**src/rtl/brcomp_seq.sv**
```systemverilog
// brcomp_seq: sequential branch comparator.
// Compares two XLEN-bit operands CHUNK bits per cycle, starting with the most
// significant slice, and reports less-than (signed or unsigned) and equality.
// Optional feature macro: BRCOMP_EARLY_EXIT_EN -- when defined, the compare
// ends at the first differing slice; otherwise every slice is always examined
// so latency is constant. Both builds give identical results.
module brcomp_seq #(
  parameter int XLEN  = 32,
  parameter int CHUNK = 8
) (
  input  logic            clk_i,
  input  logic            rst_i,
  input  logic            start_i,
  input  logic            flush_i,
  input  logic [XLEN-1:0] rs1_data_i,
  input  logic [XLEN-1:0] rs2_data_i,
  input  logic            br_unsigned_i,
  output logic            busy_o,
  output logic            done_o,
  output logic            br_less_o,
  output logic            br_equal_o
);

  localparam int NCHUNK = XLEN / CHUNK;
  localparam int CW     = $clog2(NCHUNK + 1);

  typedef enum logic [1:0] {
    S_IDLE = 2'd0,
    S_CMP  = 2'd1,
    S_DONE = 2'd2
  } state_t;

  state_t            r_state;
  logic              r_busy;
  logic              r_done;
  logic              r_less;
  logic              r_equal;
  logic [XLEN-1:0]   r_a;          // operand A, shifted left as slices are consumed
  logic [XLEN-1:0]   r_b;          // operand B, shifted in lock-step with r_a
  logic [CW-1:0]     r_cnt;        // slices still to examine, including the current one
  logic              r_decided;    // a differing slice has already been seen
  logic              r_less_acc;   // less-than verdict of that first differing slice

  logic [XLEN-1:0]   w_flip;
  logic [CHUNK-1:0]  w_slice_a;
  logic [CHUNK-1:0]  w_slice_b;
  logic              w_diff;
  logic              w_lt;
  logic              w_less_next;
  logic              w_dec_next;
  logic              w_last;
  logic              w_accept;

  // Signed compare maps onto unsigned by flipping the sign bit of both operands;
  // this mask holds a single 1 at the MSB when a signed compare is requested.
  for (genvar gi = 0; gi < XLEN; gi++) begin : g_flip
    if (gi == XLEN - 1) begin : g_msb
      assign w_flip[gi] = ~br_unsigned_i;
    end else begin : g_low
      assign w_flip[gi] = 1'b0;
    end
  end

  // The slice under examination is always the top CHUNK bits of the shifters.
  assign w_slice_a = r_a[XLEN-1 -: CHUNK];
  assign w_slice_b = r_b[XLEN-1 -: CHUNK];
  assign w_diff    = (w_slice_a != w_slice_b);
  assign w_lt      = (w_slice_a < w_slice_b);

  // Once a differing slice has decided the result, lower slices cannot change it.
  assign w_less_next = r_decided ? r_less_acc : w_lt;
  assign w_dec_next  = r_decided | w_diff;

`ifdef BRCOMP_EARLY_EXIT_EN
  assign w_last = (r_cnt == CW'(1)) || w_diff;
`else
  assign w_last = (r_cnt == CW'(1));
`endif

  // A new operation can only be taken when not already comparing; flush wins.
  assign w_accept = start_i && !flush_i && (r_state != S_CMP);

  // Control FSM, operand shifters and registered result/status outputs.
  always_ff @(posedge clk_i) begin
    if (rst_i) begin
      r_state    <= S_IDLE;
      r_busy     <= 1'b0;
      r_done     <= 1'b0;
      r_less     <= 1'b0;
      r_equal    <= 1'b0;
      r_a        <= '0;
      r_b        <= '0;
      r_cnt      <= '0;
      r_decided  <= 1'b0;
      r_less_acc <= 1'b0;
    end else begin
      r_busy <= 1'b0;
      r_done <= 1'b0;
      case (r_state)
        S_IDLE, S_DONE: begin
          if (w_accept) begin
            r_state    <= S_CMP;
            r_busy     <= 1'b1;
            r_a        <= rs1_data_i ^ w_flip;
            r_b        <= rs2_data_i ^ w_flip;
            r_cnt      <= CW'(NCHUNK);
            r_decided  <= 1'b0;
            r_less_acc <= 1'b0;
          end else begin
            r_state <= S_IDLE;
          end
        end
        S_CMP: begin
          if (flush_i) begin
            // Aborted: results keep the values of the last completed compare.
            r_state <= S_IDLE;
          end else if (w_last) begin
            r_state <= S_DONE;
            r_done  <= 1'b1;
            r_less  <= w_less_next;
            r_equal <= ~w_dec_next;
          end else begin
            r_busy     <= 1'b1;
            r_a        <= r_a << CHUNK;
            r_b        <= r_b << CHUNK;
            r_cnt      <= r_cnt - CW'(1);
            r_decided  <= w_dec_next;
            r_less_acc <= w_less_next;
          end
        end
        default: begin
          r_state <= S_IDLE;
        end
      endcase
    end
  end

  assign busy_o     = r_busy;
  assign done_o     = r_done;
  assign br_less_o  = r_less;
  assign br_equal_o = r_equal;

endmodule

```
**config.mk**
```make
export PLATFORM = sky130hd
export DESIGN_NAME = brcomp_seq
export DESIGN_NICKNAME = d
export VERILOG_FILES = /design/src/rtl/brcomp_seq.sv
export SDC_FILE = /design/constraint.sdc
export NUM_CORES = 1
export LEC_CHECK = 0
export CORE_ASPECT_RATIO = 1.4
export CORE_MARGIN = 2
export CORE_UTILIZATION = 51
export CTS_CLUSTER_SIZE = 20
export DETAILED_ROUTE_END_ITERATION = 12
export GPL_ROUTABILITY_DRIVEN = 0
export PLACE_DENSITY = 0.8
export SYNTH_ARGS = -nofsm -noshare
export SYNTH_HDL_FRONTEND = slang
export SYNTH_SLANG_ARGS = --single-unit
```
**constraint.sdc**
```tcl
create_clock -name clk_i -period 3.87 [get_ports clk_i]
set_clock_uncertainty 0.1 [all_clocks]
set_input_delay 0.774 -clock clk_i [delete_from_list [all_inputs] [get_ports clk_i]]
set_output_delay 0.774 -clock clk_i [all_outputs]
set_load 0.05 [all_outputs]
```
======== Word-level counts from Yosys, hierarchy flattened ========
Cells that the tools add are included.
storage, ports and cells
  bits in registers ....................... 75
  input bits .............................. 69
  output and inout port bits .............. 4
  word-level logic and storage cells ...... 66
cells by class
  $add $sub $neg .......................... 1
  magnitude comparators ................... 1
  equality and inequality tests ........... 9
  muxes and demuxes ....................... 29
  bitwise operators ....................... 7
  reduce and logical (&&, ||, !) cells .... 9
operator list
  operator                                          number
  two-way mux 32 bit                                6
  one-hot mux 32 bit (2 select lines)               2
  XOR 32 bit                                        2
  two-way mux 1 bit                                 11
  two-way mux 3 bit                                 3
  < comparator 8 bit                                1
  != test 8 bit                                     1
  != test 2 bit, second input constant              3
  one-hot mux 1 bit (2 select lines)                3
  one-hot mux 3 bit (2 select lines)                1
  two-way mux 2 bit                                 2
  inverter 1 bit                                    4
  one-hot mux 2 bit (2 select lines)                1
  AND reduction 4 bit                               1
  == test 3 x 1 -> 1 bit, second input constant     1
  != test 3 bit, second input constant              1
  AND reduction 3 bit                               1
  OR reduction 3 bit                                1
  subtractor 3 x 1 -> 3 bit, second input constant  1
  == test 2 x 1 -> 1 bit, second input constant     1
  == test 2 bit, second input constant              1
  logical AND 1 bit                                 2
  logical NOT 2 bit                                 1
  != test 2 x 1 -> 1 bit, second input constant     1
  other kinds (4)                                   4

======== Logic depth before layout (Yosys ltp) ========
  word-level depth ........................ 5
  mapped depth ............................ 8
  depth with buffers taken out ............ 7

======== Worst setup path after synthesis ========
OpenSTA, ideal clock, no wires.
  kind .................................... in2reg
  start ................................... input port flush_i
  end ..................................... register r_cnt[0]
  setup time .............................. 0.128 ns
  arrival ................................. 1.599 ns
  data required time ...................... 3.642 ns
  path slack .............................. 2.044 ns
  stages .................................. 5
  buffers on the path ..................... 1
  path through ............................ nor3b_4 nor2_8 buf_6 a21oi_1 nor2_1
on the way
  word-level cells in the longest chain between the ends .. 5
  elaborated cells on any way between the ends .. 6
  those cells by class .................... eq/ne: 2; reduce/logical: 4
ends and longest elaborated chain
  what                             line  RTL
  from (decl)                      14    input logic flush_i,
  logical NOT 1 bit                81    assign w_accept = start_i && !flush_i && (r_state != S_CMP);
  logical AND 1 bit (2 in series)  81
  != test 2 bit (no line)          n/a
  AND reduction 4 bit (no line) *  n/a
  to (signal assigned)             106   r_cnt <= CW'(NCHUNK);
  to (signal assigned)             126   r_cnt <= r_cnt - CW'(1);
  to (decl)                        40    logic [CW-1:0] r_cnt;
Mark *: on every way between the ends. The rest lies on a longest branch, timed or not.
A chain may end at the register's enable or synchronous reset.

======== Final worst setup path ========
  start ................................... input port flush_i
  end ..................................... register r_b[25]
on the way
  word-level cells in the longest chain between the ends .. 5
  elaborated cells on any way between the ends .. 6
  those cells by class .................... eq/ne: 2; reduce/logical: 4
ends and longest elaborated chain
  what                             line  RTL
  logical NOT 1 bit                81
  logical AND 1 bit (2 in series)  81
  != test 2 bit (no line)          n/a
  AND reduction 4 bit (no line) *  n/a
  to (signal assigned)             105   r_b <= rs2_data_i ^ w_flip;
  to (signal assigned)             125   r_b <= r_b << CHUNK;
  to (decl)                        39    logic [XLEN-1:0] r_b;
Marks and branches as above.

==> flow_summary.json <==
{
  "min_path_type": "reg2reg",
  "hold-path-cell-count": 2,
  "design.portCount": 73,
  "worst-path-stages": 5,
  "total_leakage_power_nw": 1.66,
  "synth_commonest_cells": "dfxtp_1, a21oi_1, nand2_1",
  "cts_setup_buffers": 0,
  "start_util": 0.525,
  "drive_gt1_frac": 0.141,
  "stdcell_count": 499,
  "clock_sinks": 75,
  "end_kind": "flop",
  "diodes": 0,
  "clk_path_buf_depth": 2,
  "synth.distinct_cells": 37,
  "synth_area_leaders": "dfxtp_1, a211oi_2, mux2i_1",
  "yosysMostFrequentCell": "dfxtp_1",
  "final_util": 0.661,
  "avgSynthCellArea_um2": 9.52,
  "power.density_mw_per_mm2": 419,
  "ant_nets": 0,
  "crit_fanout": 50,
  "critPathLaunchType": "primary input",
  "core_mm2": 0.00653,
  "max_freq_ghz": 0.386,
  "ctsHoldBuffers": 0,
  "dp_hpwl_um": 5140,
  "slew_headroom": 0.577,
  "max_stage_delay_ns": 0.57,
  "drv_slew": 0,
  "yosysWarnings": 0,
  "die_area_mm2": 0.00740,
  "synth_cells": 360,
  "max-cap-violations": 0,
  "routed_via_density": 5.59,
  "die_h_um": 101,
  "crit_buf_inv": 1,
  "grt_max_degree": 51,
  "post-route-worst-setup-slack_ns": 1.28,
  "hold_viol_final": 0,
  "antenna_found_initial": 0,
  "seq_area_frac_synth": 0.438,
  "syn2layout_area_growth_pct": 25.9,
  "grt_pass1_wl_um": 12500,
  "path_clk_slew_ns": 0.07,
  "synth_ff_type": "dfxtp_1",
  "finalCritPeriodShare": 0.670,
  "htreeDepth": 3,
  "yosysTopAreaCellShare": 0.438,
  "critical_path_required_ns": 4.04,
  "critical-path-slowest-cell": "or3b_4",
  "cts_tree": "done",
  "routed_wl_um": 7480,
  "crit_type": "in2reg",
  "crit_chain": "clkdlybuf4s50_1 -> or3b_4 -> nand2_4 -> nor2_1 -> a211oi_2",
  "ir_drop_mv": 0.322,
  "cts_resized": 0,
  "place_inst": 483,
  "numCtsBuffers": 9,
  "nNetsFinal": 499,
  "cp_data_arrival_time_ns": 2.76,
  "tns_ns": 0,
  "grt.overflow.total": 0,
  "grt_pass1_vias": 2759,
  "cp_top_family": "simple AND/OR/NAND/NOR gates",
  "finalSetupViolCount": 0,
  "via_count": 2791,
  "synth_edf_count": 0,
  "drtPass1Iterations": 5,
  "wl_per_cell_um": 15.0,
  "postSynth.asyncResetShare": 0,
  "period_needed_ns": 2.59,
  "clk_latency_ns": 0.35,
  "drc": 0,
  "root_buffer": "clkbuf_8",
  "synth_area_mm2": 0.00343,
  "rsz0062_at_grt": "false",
  "drt_iter0_markers": 145,
  "track_usage": 0.221,
  "yosys_register_bits": 75,
  "die_w_um": 73.3,
  "status": "completed",
  "r2r_cells": 7,
  "port_buffers": 72,
  "row_count": 35,
  "synth_nets": 439,
  "pre_cts_slack_ns": 0.917,
  "tightest_slew_ns": 0.634,
  "yosys.area.top_type": "dfxtp_1"
}
report_power, final:
part | switching [mW] | internal [mW]
Clock | 0.279 | 0.395
Combinational | 0.145 | 0.145
Sequential | 0.0268 | 0.818
Total | 0.450 | 1.36
cells by family (layout without fill, tap and decap cells):
family / count (synthesis) / in the layout / share of synthesized area
compound gates: 98 / 98 / 0.222
xor+xnor: 2 / 2 / 0.00511
fa+ha+maj: 10 / 10 / 0.0365
buf+inv: 39 / 104 / 0.0668
flops: 75 / 75 / 0.438
mux: 26 / 26 / 0.0759
simple gates: 110 / 110 / 0.156
cells in the final DEF (no fill, tap or decap), types with 3 or more instances in the layout:
| cell | synthesis | routed |
|---|---|---|
| a211oi_1 | 3 | 3 |
| nand2_1 | 38 | 38 |
| clkdlybuf4s50_1 | 0 | 71 |
| dfxtp_1 | 75 | 75 |
| clkbuf_8 | 0 | 11 |
| a22oi_1 | 21 | 21 |
| nor2_1 | 35 | 35 |
| buf_4 | 5 | 6 |
| nor2_2 | 5 | 5 |
| inv_1 | 10 | 10 |
| mux2i_1 | 26 | 26 |
| a21oi_1 | 40 | 40 |
| ha_1 | 10 | 10 |
| clkinv_2 | 0 | 3 |
| a211oi_2 | 25 | 25 |
| nand3_1 | 16 | 16 |
routing by layer:
metal	track usage	part of all wire	vias to the layer above
li1	-	-	1402
met4	0.117	0.027	0
met3	0.0380	0.037	15
met5	0	0	-
met2	0.377	0.51	72
met1	0.258	0.42	1302
tightest hold or removal path, stage by stage, from the launching register on:
cell	delay (ns)
dfxtp_1	0.31
nand2_1	0.05
a21oi_1	0.05
worst paths after layout:
| check | startpoint | endpoint | slack, ns |
|---|---|---|---|
| setup / recovery | flush_i | r_b[25] | 1.28 |
| hold / removal | r_a[9] | r_a[9] | 0.36 |
| hold reg to reg | r_a[9] | r_a[9] | 0.36 |
| setup reg to reg | r_cnt[1] | r_b[25] | 1.50 |
sequential cells by signal, summed over array words and instances (netlist names):
signal and flops:
r_b 32, r_state 2, r_a 32, busy_o 1, r_decided 1, br_less_o 1, r_cnt 3, br_equal_o 1
done_o 1, r_less_acc 1
through the flow:
| stage | power [mW] | instance area [µm²] | hold slack, ns |
|---|---|---|---|
| 5_1_grt | 1.89 | 4320 | 0.374 |
| 2_1_floorplan | 1.05 | 3430 | 0.336 |
| 4_1_cts | 1.82 | 4320 | 0.359 |
| 3_3_place_gp | 1.14 | 4090 | 0.343 |
| 6_report | 1.81 | 4320 | 0.358 |
| 3_5_place_dp | 1.15 | 4090 | 0.347 |
cell type report:
class / count / area (µm²)
multi-input combinational: 246 / 1700
tap: 74 / 92.6
sequential: 75 / 1500
clock buffer: 11 / 151
fill: 536 / 2210
inverter: 10 / 37.5
timing repair buffer: 78 / 761
clock inverter: 5 / 75.1
(Power assumes the default switching activity.)
